[config.mk]
export PLATFORM = sky130hd
export DESIGN_NAME = beep_alert_core
export DESIGN_NICKNAME = d
export VERILOG_FILES = /design/src/rtl/beep_alert_pkg.sv /design/src/rtl/beep_edge_det.sv /design/src/rtl/beep_alert_core.sv
export SDC_FILE = /design/constraint.sdc
export NUM_CORES = 1
export LEC_CHECK = 0
export CAP_MARGIN = 15
export CORE_UTILIZATION = 54
export DETAILED_ROUTE_END_ITERATION = 8
export HOLD_SLACK_MARGIN = 0.05
export PLACE_DENSITY = 0.8
export SYNTH_ARGS = -nofsm -noshare
export SYNTH_HDL_FRONTEND = slang
export SYNTH_SLANG_ARGS = --single-unit
[constraint.sdc]
create_clock -name clk -period 4.4 [get_ports clk]
set_input_delay 1.32 -clock clk [delete_from_list [all_inputs] [get_ports clk]]
set_output_delay 1.32 -clock clk [all_outputs]
set_load 0.02 [all_outputs]
[src/rtl/beep_alert_pkg.sv]
`default_nettype none
// ============================================================================
// Module   : beep_alert_pkg
// Purpose  : Shared FSM state encoding and default timing constants for the
//            washer beep/alert generator.
// Revision : 1.0 - initial release
// ============================================================================
package beep_alert_pkg;

   // Alert sequencer states
   typedef enum logic [1:0] {
      ST_IDLE = 2'd0,
      ST_ON   = 2'd1,
      ST_OFF  = 2'd2,
      ST_DONE = 2'd3
   } beep_state_e;

   // Default timing (clock cycles) and burst length
   localparam int BEEP_ON_DEF      = 4;
   localparam int BEEP_OFF_DEF     = 4;
   localparam int FINISH_BEEPS_DEF = 3;
   localparam int TONE_HALF_DEF    = 1;

   // Width of the remaining-beep counter
   localparam int TIMES_W = 4;

endpackage : beep_alert_pkg
`default_nettype wire

[src/rtl/beep_edge_det.sv]
`default_nettype none
// ============================================================================
// Module   : beep_edge_det
// Purpose  : Registered rising-edge detector with synchronous clear. The
//            rise pulse is one cycle wide and appears one edge after the
//            input is first sampled high.
// Revision : 1.0 - initial release
// ============================================================================
module beep_edge_det
   import beep_alert_pkg::*;
(
   input  logic clk,
   input  logic clr,
   input  logic d,
   output logic rise
);

   logic prev_q;
   logic rise_q;

   // History register plus registered rise pulse. While cleared the history
   // still follows the input, so a level already high when power returns is
   // not mistaken for a fresh key press.
   always_ff @(posedge clk) begin
      prev_q <= d;
      if (clr) begin
         rise_q <= 1'b0;
      end else begin
         rise_q <= d & ~prev_q;
      end
   end

   assign rise = rise_q;

endmodule : beep_edge_det
`default_nettype wire

[src/rtl/beep_alert_core.sv]
`default_nettype none
// ============================================================================
// Module   : beep_alert_core
// Purpose  : Converts pause/key/end-of-program events into timed beep bursts
//            driving buzzer enable, tone clock, remaining-beep count and a
//            program-finished flag. Fully gated by power_led.
// Options  : BEEP_ALERT_TONE_EN - when defined, clk_n toggles every
//            TONE_HALF cycles during a beep; otherwise clk_n is held at 0.
// Revision : 1.0 - initial release
// ============================================================================
module beep_alert_core
   import beep_alert_pkg::*;
#(
   parameter int BEEP_ON      = BEEP_ON_DEF,
   parameter int BEEP_OFF     = BEEP_OFF_DEF,
   parameter int FINISH_BEEPS = FINISH_BEEPS_DEF,
   parameter int TONE_HALF    = TONE_HALF_DEF
)(
   input  logic               clk,
   input  logic               rst,
   input  logic               power_led,
   input  logic               pause,
   input  logic               button,
   input  logic               finish,
   output logic [TIMES_W-1:0] times,
   output logic               flag_finish,
   output logic               clk_n,
   output logic               sign_led
);

   localparam int PH_MAX = (BEEP_ON > BEEP_OFF) ? BEEP_ON : BEEP_OFF;
   localparam int PH_W   = (PH_MAX > 1) ? $clog2(PH_MAX) : 1;

   // Reject parameter sets the timing scheme cannot represent
   if ((BEEP_ON < 1) || (BEEP_OFF < 1) || (TONE_HALF < 1) ||
       (FINISH_BEEPS < 1) || (FINISH_BEEPS > 15)) begin : g_cfg_check
      $error("beep_alert_core: illegal parameter set");
   end

   // Power-off behaves exactly like reset
   logic clr;
   assign clr = rst | ~power_led;

   logic rise_pause;
   logic rise_button;
   logic rise_finish;
   logic rise_key;

   beep_edge_det u_edge_pause (
      .clk  (clk),
      .clr  (clr),
      .d    (pause),
      .rise (rise_pause)
   );

   beep_edge_det u_edge_button (
      .clk  (clk),
      .clr  (clr),
      .d    (button),
      .rise (rise_button)
   );

   beep_edge_det u_edge_finish (
      .clk  (clk),
      .clr  (clr),
      .d    (finish),
      .rise (rise_finish)
   );

   // Pause and button share one request: simultaneous presses give one beep
   assign rise_key = rise_pause | rise_button;

   beep_state_e         state_q, state_d;
   logic [TIMES_W-1:0]  times_q, times_d;
   logic                fin_burst_q, fin_burst_d;
   logic [PH_W-1:0]     phase_q, phase_d;
   logic                sign_led_q, sign_led_d;
   logic                flag_finish_q, flag_finish_d;
   logic                clk_n_q, clk_n_d;
   logic                start;  // a new ON phase begins on this edge

   // Next-state, phase counter and burst bookkeeping
   always_comb begin
      state_d     = state_q;
      times_d     = times_q;
      fin_burst_d = fin_burst_q;
      phase_d     = phase_q;
      start       = 1'b0;
      case (state_q)
         ST_IDLE, ST_DONE: begin
            if (rise_finish) begin
               state_d     = ST_ON;
               times_d     = TIMES_W'(FINISH_BEEPS);
               fin_burst_d = 1'b1;
               phase_d     = '0;
               start       = 1'b1;
            end else if (rise_key) begin
               state_d     = ST_ON;
               times_d     = TIMES_W'(1);
               fin_burst_d = 1'b0;
               phase_d     = '0;
               start       = 1'b1;
            end
         end
         ST_ON: begin
            if (rise_finish) begin
               times_d     = TIMES_W'(FINISH_BEEPS);
               fin_burst_d = 1'b1;
               phase_d     = '0;
               start       = 1'b1;
            end else if (phase_q == PH_W'(BEEP_ON - 1)) begin
               state_d = ST_OFF;
               phase_d = '0;
               if (times_q != '0) begin
                  times_d = times_q - TIMES_W'(1);
               end
            end else begin
               phase_d = phase_q + PH_W'(1);
            end
         end
         ST_OFF: begin
            if (rise_finish) begin
               state_d     = ST_ON;
               times_d     = TIMES_W'(FINISH_BEEPS);
               fin_burst_d = 1'b1;
               phase_d     = '0;
               start       = 1'b1;
            end else if (phase_q == PH_W'(BEEP_OFF - 1)) begin
               phase_d = '0;
               if (times_q != '0) begin
                  state_d = ST_ON;
                  start   = 1'b1;
               end else if (fin_burst_q) begin
                  state_d = ST_DONE;
               end else begin
                  state_d = ST_IDLE;
               end
            end else begin
               phase_d = phase_q + PH_W'(1);
            end
         end
         default: begin
            state_d = ST_IDLE;
         end
      endcase
      sign_led_d    = (state_d == ST_ON);
      flag_finish_d = (state_d == ST_DONE);
   end

`ifdef BEEP_ALERT_TONE_EN
   localparam int TONE_W = (TONE_HALF > 1) ? $clog2(TONE_HALF) : 1;

   logic [TONE_W-1:0] tone_cnt_q, tone_cnt_d;

   // Tone divider: restarts low on every ON entry, silent outside ON
   always_comb begin
      tone_cnt_d = '0;
      clk_n_d    = 1'b0;
      if ((state_d == ST_ON) && !start) begin
         if (tone_cnt_q == TONE_W'(TONE_HALF - 1)) begin
            tone_cnt_d = '0;
            clk_n_d    = ~clk_n_q;
         end else begin
            tone_cnt_d = tone_cnt_q + TONE_W'(1);
            clk_n_d    = clk_n_q;
         end
      end
   end

   // Tone divider count register
   always_ff @(posedge clk) begin
      if (clr) begin
         tone_cnt_q <= '0;
      end else begin
         tone_cnt_q <= tone_cnt_d;
      end
   end
`else
   // Tone output disabled: buzzer enable alone drives the sounder
   assign clk_n_d = 1'b0;
`endif

   // State, counters and registered outputs
   always_ff @(posedge clk) begin
      if (clr) begin
         state_q       <= ST_IDLE;
         times_q       <= '0;
         fin_burst_q   <= 1'b0;
         phase_q       <= '0;
         sign_led_q    <= 1'b0;
         flag_finish_q <= 1'b0;
         clk_n_q       <= 1'b0;
      end else begin
         state_q       <= state_d;
         times_q       <= times_d;
         fin_burst_q   <= fin_burst_d;
         phase_q       <= phase_d;
         sign_led_q    <= sign_led_d;
         flag_finish_q <= flag_finish_d;
         clk_n_q       <= clk_n_d;
      end
   end

   assign times       = times_q;
   assign flag_finish = flag_finish_q;
   assign clk_n       = clk_n_q;
   assign sign_led    = sign_led_q;

endmodule : beep_alert_core
`default_nettype wire

======== Word-level counts from Yosys, hierarchy flattened ========
Cells that the tools add are included.
operators by class
  add/sub/neg operators ................... 2
  equality and inequality tests ........... 11
  muxes and demuxes ....................... 25
  bitwise gates (word level) .............. 9
  reductions and logical operators ........ 6
operators by type and width
  kind                                                                      number
  2-bit 2-to-1 mux                                                          12
  4-bit 2-to-1 mux                                                          6
  4-bit one-hot mux with 3 select lines                                     1
  3-bit by 2-bit inequality test with 1-bit output (second input constant)  3
  2-bit == test (second input constant)                                     4
  2-bit one-hot mux with 3 select lines                                     1
  2-bit by 1-bit == test with 1-bit output (second input constant)          2
  2-bit by 1-bit inequality test with 1-bit output (second input constant)  2
  1-bit inverter                                                            4
  2-bit one-hot mux with 2 select lines                                     1
  4-bit AND reduction                                                       1
  4-bit nonzero test                                                        1
  2-bit OR reduction                                                        2
  4-bit by 1-bit subtractor with 4-bit output (second input constant)       1
  1-bit bitwise AND                                                         3
  1-bit 2-to-1 mux                                                          3
  2-bit by 1-bit adder with 2-bit output (second input constant)            1
  2-bit zero test                                                           1
  1-bit bitwise OR                                                          2
  1-bit one-hot mux with 2 select lines                                     1
  2-bit AND reduction                                                       1
word-level totals
  register bits after elaboration ......... 17
  input port bits ......................... 6
  output and inout bits ................... 7
  logic and storage cells ................. 65

======== Logic depth before layout (Yosys ltp) ========
Gate-level depths: netlist of the first run.
  word-level depth ........................ 6
  depth in mapped cells ................... 8
  depth with buffers taken out ............ 7

======== By module ========
Synthesis of the first run repeated with hierarchy kept, for this count alone.
unflattened totals
  cells, all modules ...................... 93
  area total of the unflattened synthesis .. 858.3 µm²
by module, submodules not included
  module           instances  cells an instance  area each (µm²)  sequential area each (µm²)
  beep_alert_core  1          84                 700.7            220.2
  beep_edge_det    3          3                  52.6             40.0

======== Worst setup path before layout of the first run ========
No wires, ideal clock.
  kind .................................... input-to-reg
  start ................................... input power_led
  end ..................................... register times_q[3], in the netlist times[3]
  library setup time ...................... 0.059 ns
  arrival time ............................ 2.265 ns
  data required time ...................... 4.341 ns
  path slack .............................. 2.076 ns
  stages on the path ...................... 4
  path buffers ............................ 0
  cell sequence ........................... nor2b_1 > o311a_1 > or4b_1 > nand2_1
between the ends
  cells in the longest elaborated chain, start to end .. 2
RTL lines
  item                    RTL line                RTL
  start: declaration      beep_alert_core.sv:21   input logic power_led,
  1-bit inverter          beep_alert_core.sv:42   assign clr = rst | ~power_led;
  1-bit bitwise OR        beep_alert_core.sv:42
  end signal: assignment  beep_alert_core.sv:195  times_q <= times_d;
  end: declaration        beep_alert_core.sv:74   logic [TIMES_W-1:0] times_q, times_d;
Every way passes these cells.
A chain may end at the register's enable or synchronous reset.

======== Final worst setup path of the first run ========
  start ................................... register times_q[3], in the netlist times[3]
  end ..................................... output times[3]
RTL lines
  item              RTL line               RTL
  end: declaration  beep_alert_core.sv:25  output logic [TIMES_W-1:0] times,
No word-level cell between the ends.

==> results.rst, run 1 <==
.. list-table::
   :header-rows: 1

   * - Metric
     - Value
   * - Run status
     - finished, final reports clean
   * - Die Area
     - about 1700 µm²
   * - Top-level I/O count
     - 13
   * - Row count
     - 13
   * - End of the critical path
     - times[3]
   * - Class of the most critical hold timing path
     - reg -> reg
   * - Gate count after technology mapping
     - 94
   * - Number of synthesized register bits
     - 17
   * - Relative slew margins
     - 0.453
   * - Library cell used as clock root buffer
     - sky130_fd_sc_hd__clkbuf_4
   * - Post-synth cell types
     - 36
   * - Final Cell Area
     - 948 µm²
   * - DR DRC count
     - 0
   * - # nets final
     - 114
   * - Sequential cell area fraction in the yosys report
     - 0.411
   * - Post-synth net total
     - 104
   * - Post-detailed-placement half-perimeter wirelength
     - roughly 1100 µm
   * - Total number of H-tree levels
     - 1
   * - Final-report max-slew violation count
     - 0
   * - Startpoint type of the worst setup path
     - flop
   * - Peak ir drop on the vdd network
     - 0.000239 V
   * - GRT Residual Overflow
     - 0
   * - WP depth
     - 1
   * - Largest net degree at the start of global routing
     - 11
   * - Number of cells traversed by the worst register-to-register path
     - 7
   * - Gate family responsible for the most delay along the worst path
     - buffers and inverters
   * - Global routing usage on met3
     - 0.0543
   * - Critical setup path kind
     - reg -> out
   * - Nature of the critical path endpoint
     - output pin
   * - Bufs on Longest Clock Path
     - 2
   * - Number of vias per cell
     - 5.87
   * - Count leader, synth
     - sky130_fd_sc_hd__dfxtp_1
   * - Switching part of the total power
     - 0.255
   * - Fraction of final layout cells with drive strength greater than 1
     - 0.0485
   * - Mean cell area of the mapped netlist
     - 8.80 µm²
   * - Cell Area, Synth
     - 827 µm²
   * - Cell types with the highest counts after synthesis
     - 17 x sky130_fd_sc_hd__dfxtp_1, 8 x sky130_fd_sc_hd__inv_1, 8 x sky130_fd_sc_hd__nor2_1, 6 x sky130_fd_sc_hd__a21oi_1, 6 x sky130_fd_sc_hd__nand2_1
   * - Relative area change from synthesis to final layout
     - 14.7%
   * - Inserted Clock Buffers
     - 3
   * - Vert. Die Dim
     - 41.1 µm
   * - Count of final hold-check violations
     - 0
   * - Antenna violations before repair
     - 0
   * - M1 GR Usage
     - 0.271
   * - Top-area cell type share of the netlist area
     - 0.411
   * - Relative contribution of sequential cells to total power
     - 0.574
   * - Crit path max-delay cell type
     - sky130_fd_sc_hd__clkdlybuf4s50_1
   * - Clock transition at the registers of the reported paths
     - 100 ps
   * - Actual transition at the worst max-transition pin
     - 810 ps
   * - Total buffers and inverters traversed by the critical path
     - 1
   * - P per Cell Area
     - 296 nW/µm²
   * - Max_cap viols
     - 0
   * - Maximum operating frequency
     - 377 MHz
   * - Total routing usage reported by global routing
     - 0.212
   * - Busiest grt layer
     - met2
   * - Effective utilization at floorplan
     - 0.605
   * - Ys async rst share
     - 0
   * - Setup Viol. Count Final
     - 0
   * - CP arrival
     - about 1300 ps
   * - Critical Path RT
     - between 3000 and 4000 ps
   * - Power spent charging and discharging nets
     - 0.0000717 W
   * - Reg-to-reg endpoint
     - flag_finish$_SDFF_PP0_
   * - Critical register-to-register path startpoint
     - state_q[0]$_SDFF_PP0_
   * - Post-route setup TNS
     - 0 ps
   * - Final antenna diode count
     - 0
   * - Clock insertion delay at the later pin of the skew report
     - ~280 ps
   * - Post-Route Skew
     - 2.65 ps
   * - Time the final worst path needs with I/O delays and setup
     - 2650 ps
   * - Leakage component of the power
     - 0.367 nW
   * - Global placement routability congestion
     - 0.818
   * - Max Fanout on Critical Path
     - 5
   * - Fill cell instance count of the final layout
     - 120
   * - Stage delay of the slowest cell on the critical path
     - 630 ps
   * - Number of antenna-violating nets in the routed design
     - 0
   * - Clk network pwr share
     - 0.298
   * - Post-cts resize count
     - 0
   * - Total of warnings raised by yosys
     - 0
   * - TritonCTS clock tree
     - yes
   * - Fraction of met2 tracks used by global routing
     - 0.336
   * - Overall die width
     - ~41 µm
   * - IO Port Bufs
     - 11
   * - DP Area
     - approximately 920 µm²
   * - Launching element of the worst setup path
     - times[3]$_SDFFE_PP0P_
   * - Drt wl/cell
     - ~13 µm
   * - Unrepaired setup endpoints after global routing
     - false
   * - Top FF cell, synth
     - sky130_fd_sc_hd__dfxtp_1
   * - Cells along the critical path
     - clkdlybuf4s50_1
   * - Total via count after detailed routing
     - 693
   * - First-pass GRT wire length
     - between 2000 and 2500 µm
   * - Fin crit share
     - 0.603
   * - Gate power share
     - 0.128
   * - Synth area leaders
     - sky130_fd_sc_hd__dfxtp_1 41%, sky130_fd_sc_hd__ha_1 6.1%, sky130_fd_sc_hd__a21oi_1 3.6%
   * - Core Box Area
     - ~1400 µm²
   * - Clk sink count
     - 17
   * - Hold buffer count at cts
     - 0
   * - DRT iter0 DRCs
     - 13
   * - First-pass DRT Iterations
     - 4
   * - Vias in the first global route
     - 565
   * - Number of synthesized flops with an enable pin
     - 0
   * - Worst reg-to-reg setup slack
     - 2230 ps
   * - Leading area contributor after synthesis
     - sky130_fd_sc_hd__dfxtp_1
   * - Final wirelength
     - 1540 µm
   * - Internal Pwr Total
     - 0.000209 W
   * - Post-CTS setup buffers
     - 0
-- placed cells by master (no fill, tap or decap), types with 2 or more instances in the layout --
cell                              instances
sky130_fd_sc_hd__and2_1                   2
sky130_fd_sc_hd__a21oi_1                  6
sky130_fd_sc_hd__nor2b_1                  3
sky130_fd_sc_hd__nor2_1                   8
sky130_fd_sc_hd__a31oi_1                  2
sky130_fd_sc_hd__o311a_1                  2
sky130_fd_sc_hd__inv_1                    8
sky130_fd_sc_hd__clkdlybuf4s50_1         11
sky130_fd_sc_hd__nor3b_1                  4
sky130_fd_sc_hd__nand2b_1                 2
sky130_fd_sc_hd__nor3_1                   2
sky130_fd_sc_hd__o21ai_0                  4
sky130_fd_sc_hd__dfxtp_1                 17
sky130_fd_sc_hd__clkbuf_4                 3
sky130_fd_sc_hd__ha_1                     4
sky130_fd_sc_hd__nand2_1                  6
-- area by class of cell --
type,count,area [µm²],share of cell area
well taps,15,18.8,0.0198
inverters,8,30.0,0.0317
flip-flops and latches,17,340,0.359
repair buffers,11,110,0.116
multi-input cells,63,422,0.445
clock inverters,1,5.00,0.00528
clock buffers,3,22.5,0.0237
-- kinds of logic after synthesis --
family / after synthesis / synth area share
fa+ha+maj: 4 / 0.0605
flops: 17 / 0.412
compound gates: 22 / 0.182
simple gates: 35 / 0.251
mux: 1 / 0.0121
buf+inv: 14 / 0.0787
other cells: 1 / 0.00453
-- metrics by stage --
stage | util | instances | hold WS, ps | setup WS, ps | total power [W]
global route | 0.694 | 118 | 412 | 1650 | 0.000291
floorplan | - | 94 | 373 | 2080 | 0.000190
CTS | 0.694 | 118 | 403 | 1750 | 0.000284
global placement | 0.674 | 114 | 380 | 1510 | 0.000200
finish | 0.694 | 118 | 398 | 1750 | 0.000281
detailed placement | 0.674 | 114 | 380 | 1470 | 0.000200
-- per-layer routing --
layer | routed length [µm] | share of wire
met1 | 766 | 0.50
met2 | 704 | 0.46
met3 | 52 | 0.034
met4 | 14 | 0.0091
met5 | 0 | 0
-- power groups by stage --
stage	combinational (W)	sequential, W	clock, W
final	0.0000359	0.000161	0.0000837
after global routing	0.0000392	0.000162	0.0000902
after CTS	0.0000357	0.000161	0.0000868
after detailed placement	0.0000355	0.000165	0
after global placement	0.0000350	0.000165	0
after floorplan	0.0000241	0.000166	0
-- sequential cells by signal, summed over array words and instances (netlist names) --
| signal | count |
|---|---|
| phase_q | 2 |
| u_edge_button.prev_q | 1 |
| sign_led | 1 |
| fin_burst_q | 1 |
| u_edge_button.rise | 1 |
| u_edge_finish.prev_q | 1 |
| u_edge_finish.rise | 1 |
| times | 4 |
| state_q | 2 |
| u_edge_pause.rise | 1 |
| u_edge_pause.prev_q | 1 |
| flag_finish | 1 |
-- how the worst min path moves through the flow --
stage,startpoint,to,slack (ps),cells past startpoint
finish,u_edge_pause.prev_q$_DFF_P_,u_edge_pause.rise$_SDFF_PP0_,400,1
global route,u_edge_pause.prev_q$_DFF_P_,u_edge_pause.rise$_SDFF_PP0_,410,1
CTS,u_edge_pause.prev_q$_DFF_P_,u_edge_pause.rise$_SDFF_PP0_,400,1
detailed placement,u_edge_button.prev_q$_DFF_P_,u_edge_button.rise$_SDFF_PP0_,380,1
global placement,u_edge_button.prev_q$_DFF_P_,u_edge_button.rise$_SDFF_PP0_,380,1
floorplan,u_edge_button.prev_q$_DFF_P_,u_edge_button.rise$_SDFF_PP0_,370,1
No activity file was read; power rests on OpenSTA's default activity.
==> inputs of run 2 (changes only) <==
CORE_UTILIZATION = 46   (was 54)
PLACE_DENSITY = 0.73   (was 0.8)
clock period = 2.3 ns   (was 4.4 ns; I/O delays follow)
==> run 2 against run 1 <==
Global-route usage down 0.86 points. Hold slack improved by 5.1 ps. Via count is 1.7% higher. Power rose by 92%. Clock skew decreased by 1.9 ps. Flip-flop and latch count stayed put. Largest cell class unchanged. Largest power group unchanged.
==> results.rst, run 2 (synthesized netlist as in run 1, its figures left out) <==
.. list-table::
   :header-rows: 1

   * - Metric
     - Value
   * - Final antenna diode count
     - 0
   * - Min setup slack post-route
     - about 280 ps
   * - Fin crit share
     - 0.876
   * - Total buffers and inverters traversed by the critical path
     - 1
   * - Max FFs per register
     - 4
   * - Vert. Die Dim
     - between 40 and 50 µm
   * - Overall die width
     - between 40 and 50 µm
   * - Core Box Area
     - 1590 µm²
   * - GRT Residual Overflow
     - 0
   * - Number of antenna-violating nets in the routed design
     - 0
   * - Effective utilization at floorplan
     - 0.519
   * - Total number of H-tree levels
     - 1
   * - Library cell used as clock root buffer
     - sky130_fd_sc_hd__clkbuf_4
   * - # nets final
     - ~120
   * - Vias in the first global route
     - 667
   * - IO Port Bufs
     - 11
   * - Max Fanout on Critical Path
     - 5
   * - Gate family responsible for the most delay along the worst path
     - buffers and inverters
   * - Inserted Clock Buffers
     - 3
   * - Maximum operating frequency
     - 496 MHz
   * - Stage delay of the slowest cell on the critical path
     - about 630 ps
   * - Clock insertion delay at the later pin of the skew report
     - 280 ps
   * - Number of vias per cell
     - 5.38
   * - Unrepaired setup endpoints after global routing
     - false
   * - Post-place setup slack
     - 200 ps
   * - Time the final worst path needs with I/O delays and setup
     - ~2000 ps
   * - Reg-to-reg endpoint
     - times[3]$_SDFFE_PP0P_
   * - Leading cell type in the layout, fill and taps excluded
     - sky130_fd_sc_hd__dfxtp_1
   * - P per Cell Area
     - ~550 nW/µm²
   * - Antenna violations before repair
     - 0
   * - TritonCTS clock tree
     - yes
   * - Clock transition at the registers of the reported paths
     - ~90 ps
   * - DR DRC count
     - 0
   * - Critical register-to-register path startpoint
     - state_q[0]$_SDFF_PP0_
   * - Total design power
     - 0.000540 W
   * - Number of cells traversed by the worst register-to-register path
     - 6
   * - Launching element of the worst setup path
     - times[3]$_SDFFE_PP0P_
   * - Post-detailed-placement half-perimeter wirelength
     - 1200 µm
   * - Bufs on Longest Clock Path
     - 2
   * - Post-route setup TNS
     - 0 ps
   * - Row count
     - 14
   * - Fraction of final layout cells with drive strength greater than 1
     - 0.0748
   * - First-pass DRT Iterations
     - 4
   * - DRT iter0 DRCs
     - 19
   * - CP arrival
     - 1330 ps
   * - Max_cap viols
     - 0
   * - Top-level I/O count
     - 13
   * - Commonest non-fill, non-tap cells in the layout
     - 17 x sky130_fd_sc_hd__dfxtp_1, 11 x sky130_fd_sc_hd__clkdlybuf4s50_1, 8 x sky130_fd_sc_hd__inv_1, 8 x sky130_fd_sc_hd__nor2_1
   * - Drt wl/cell
     - 12.5 µm
   * - End of the critical path
     - times[3]
   * - Post-Route Skew
     - around 0.8 ps
   * - Relative area change from synthesis to final layout
     - 19.5%
   * - Final Cell Area
     - 988 µm²
   * - Post-cts resize count
     - 0
   * - Nature of the critical path endpoint
     - output pin
   * - Leakage component of the power
     - about 0.38 nW
   * - Critical Path RT
     - 1610 ps
   * - First-pass GRT wire length
     - 2930 µm
   * - DP Area
     - a little under 1000 µm²
   * - Final-report max-slew violation count
     - 0
   * - Hold buffer count at cts
     - 0
   * - Global placement routability congestion
     - 0.773
   * - Die Area
     - slightly below 2000 µm²
   * - Critical setup path kind
     - reg -> out
   * - Class of the most critical hold timing path
     - reg -> reg
   * - Total routing usage reported by global routing
     - 0.204
   * - Run status
     - finished, final reports clean
   * - Count of final hold-check violations
     - 0
   * - Largest net degree at the start of global routing
     - 11
   * - Startpoint type of the worst setup path
     - flop
   * - Cells along the critical path
     - clkdlybuf4s50_1
   * - Setup Viol. Count Final
     - 0
   * - Peak ir drop on the vdd network
     - 0.000459 V
   * - Final wirelength
     - 1630 µm
   * - Clk sink count
     - 17
   * - Worst reg-to-reg setup slack
     - 330 ps
   * - Post-CTS setup buffers
     - 0
   * - WP depth
     - 1
   * - Total via count after detailed routing
     - 705
   * - Crit path max-delay cell type
     - sky130_fd_sc_hd__clkdlybuf4s50_1
==> run 2: layer usage <==
metal,vias to the layer above,track usage,share of wire
li1,356,-,-
met1,331,0.269,0.50
met2,14,0.312,0.45
met3,4,0.0531,0.025
met4,0,0.0909,0.017
met5,-,0,0
==> run 2: through the flow <==
| stage | hold WS (ps) | utilization | std cells |
|---|---|---|---|
| after CTS | 406 | 0.620 | 131 |
| after global routing | 416 | 0.620 | 131 |
| after floorplan | 373 | - | 94 |
| after global placement | 380 | 0.604 | 127 |
| after detailed placement | 380 | 0.604 | 127 |
| final | 403 | 0.620 | 131 |
==> run 2: where the power goes <==
| part | internal, W | switching (W) | total, W |
|---|---|---|---|
| Clock | 0.0000672 | 0.0000876 | 0.000155 |
| Sequential | 0.000303 | 0.00000629 | 0.000309 |
| Combinational | 0.0000392 | 0.0000370 | 0.0000762 |
| Total | 0.000409 | 0.000131 | 0.000540 |
==> run 2: layout make-up <==
type	instances	area, µm²
timing repair buffer	15	140
fill	139	606
sequential	17	340
inverter	8	30.0
clock buffer	4	26.3
multi-input combinational	63	422
tap	24	30.0
==> run 2: worst min path at each step <==
| stage | startpoint | end | slack [ps] | depth (start not counted) |
|---|---|---|---|---|
| after floorplan | u_edge_button.prev_q$_DFF_P_ | u_edge_button.rise$_SDFF_PP0_ | 370 | 1 |
| after CTS | u_edge_pause.prev_q$_DFF_P_ | u_edge_pause.rise$_SDFF_PP0_ | 410 | 1 |
| after global routing | u_edge_button.prev_q$_DFF_P_ | u_edge_button.rise$_SDFF_PP0_ | 420 | 1 |
| after global placement | u_edge_button.prev_q$_DFF_P_ | u_edge_button.rise$_SDFF_PP0_ | 380 | 1 |
| after detailed placement | u_edge_pause.prev_q$_DFF_P_ | u_edge_pause.rise$_SDFF_PP0_ | 380 | 1 |
| final | u_edge_finish.prev_q$_DFF_P_ | u_edge_finish.rise$_SDFF_PP0_ | 400 | 1 |
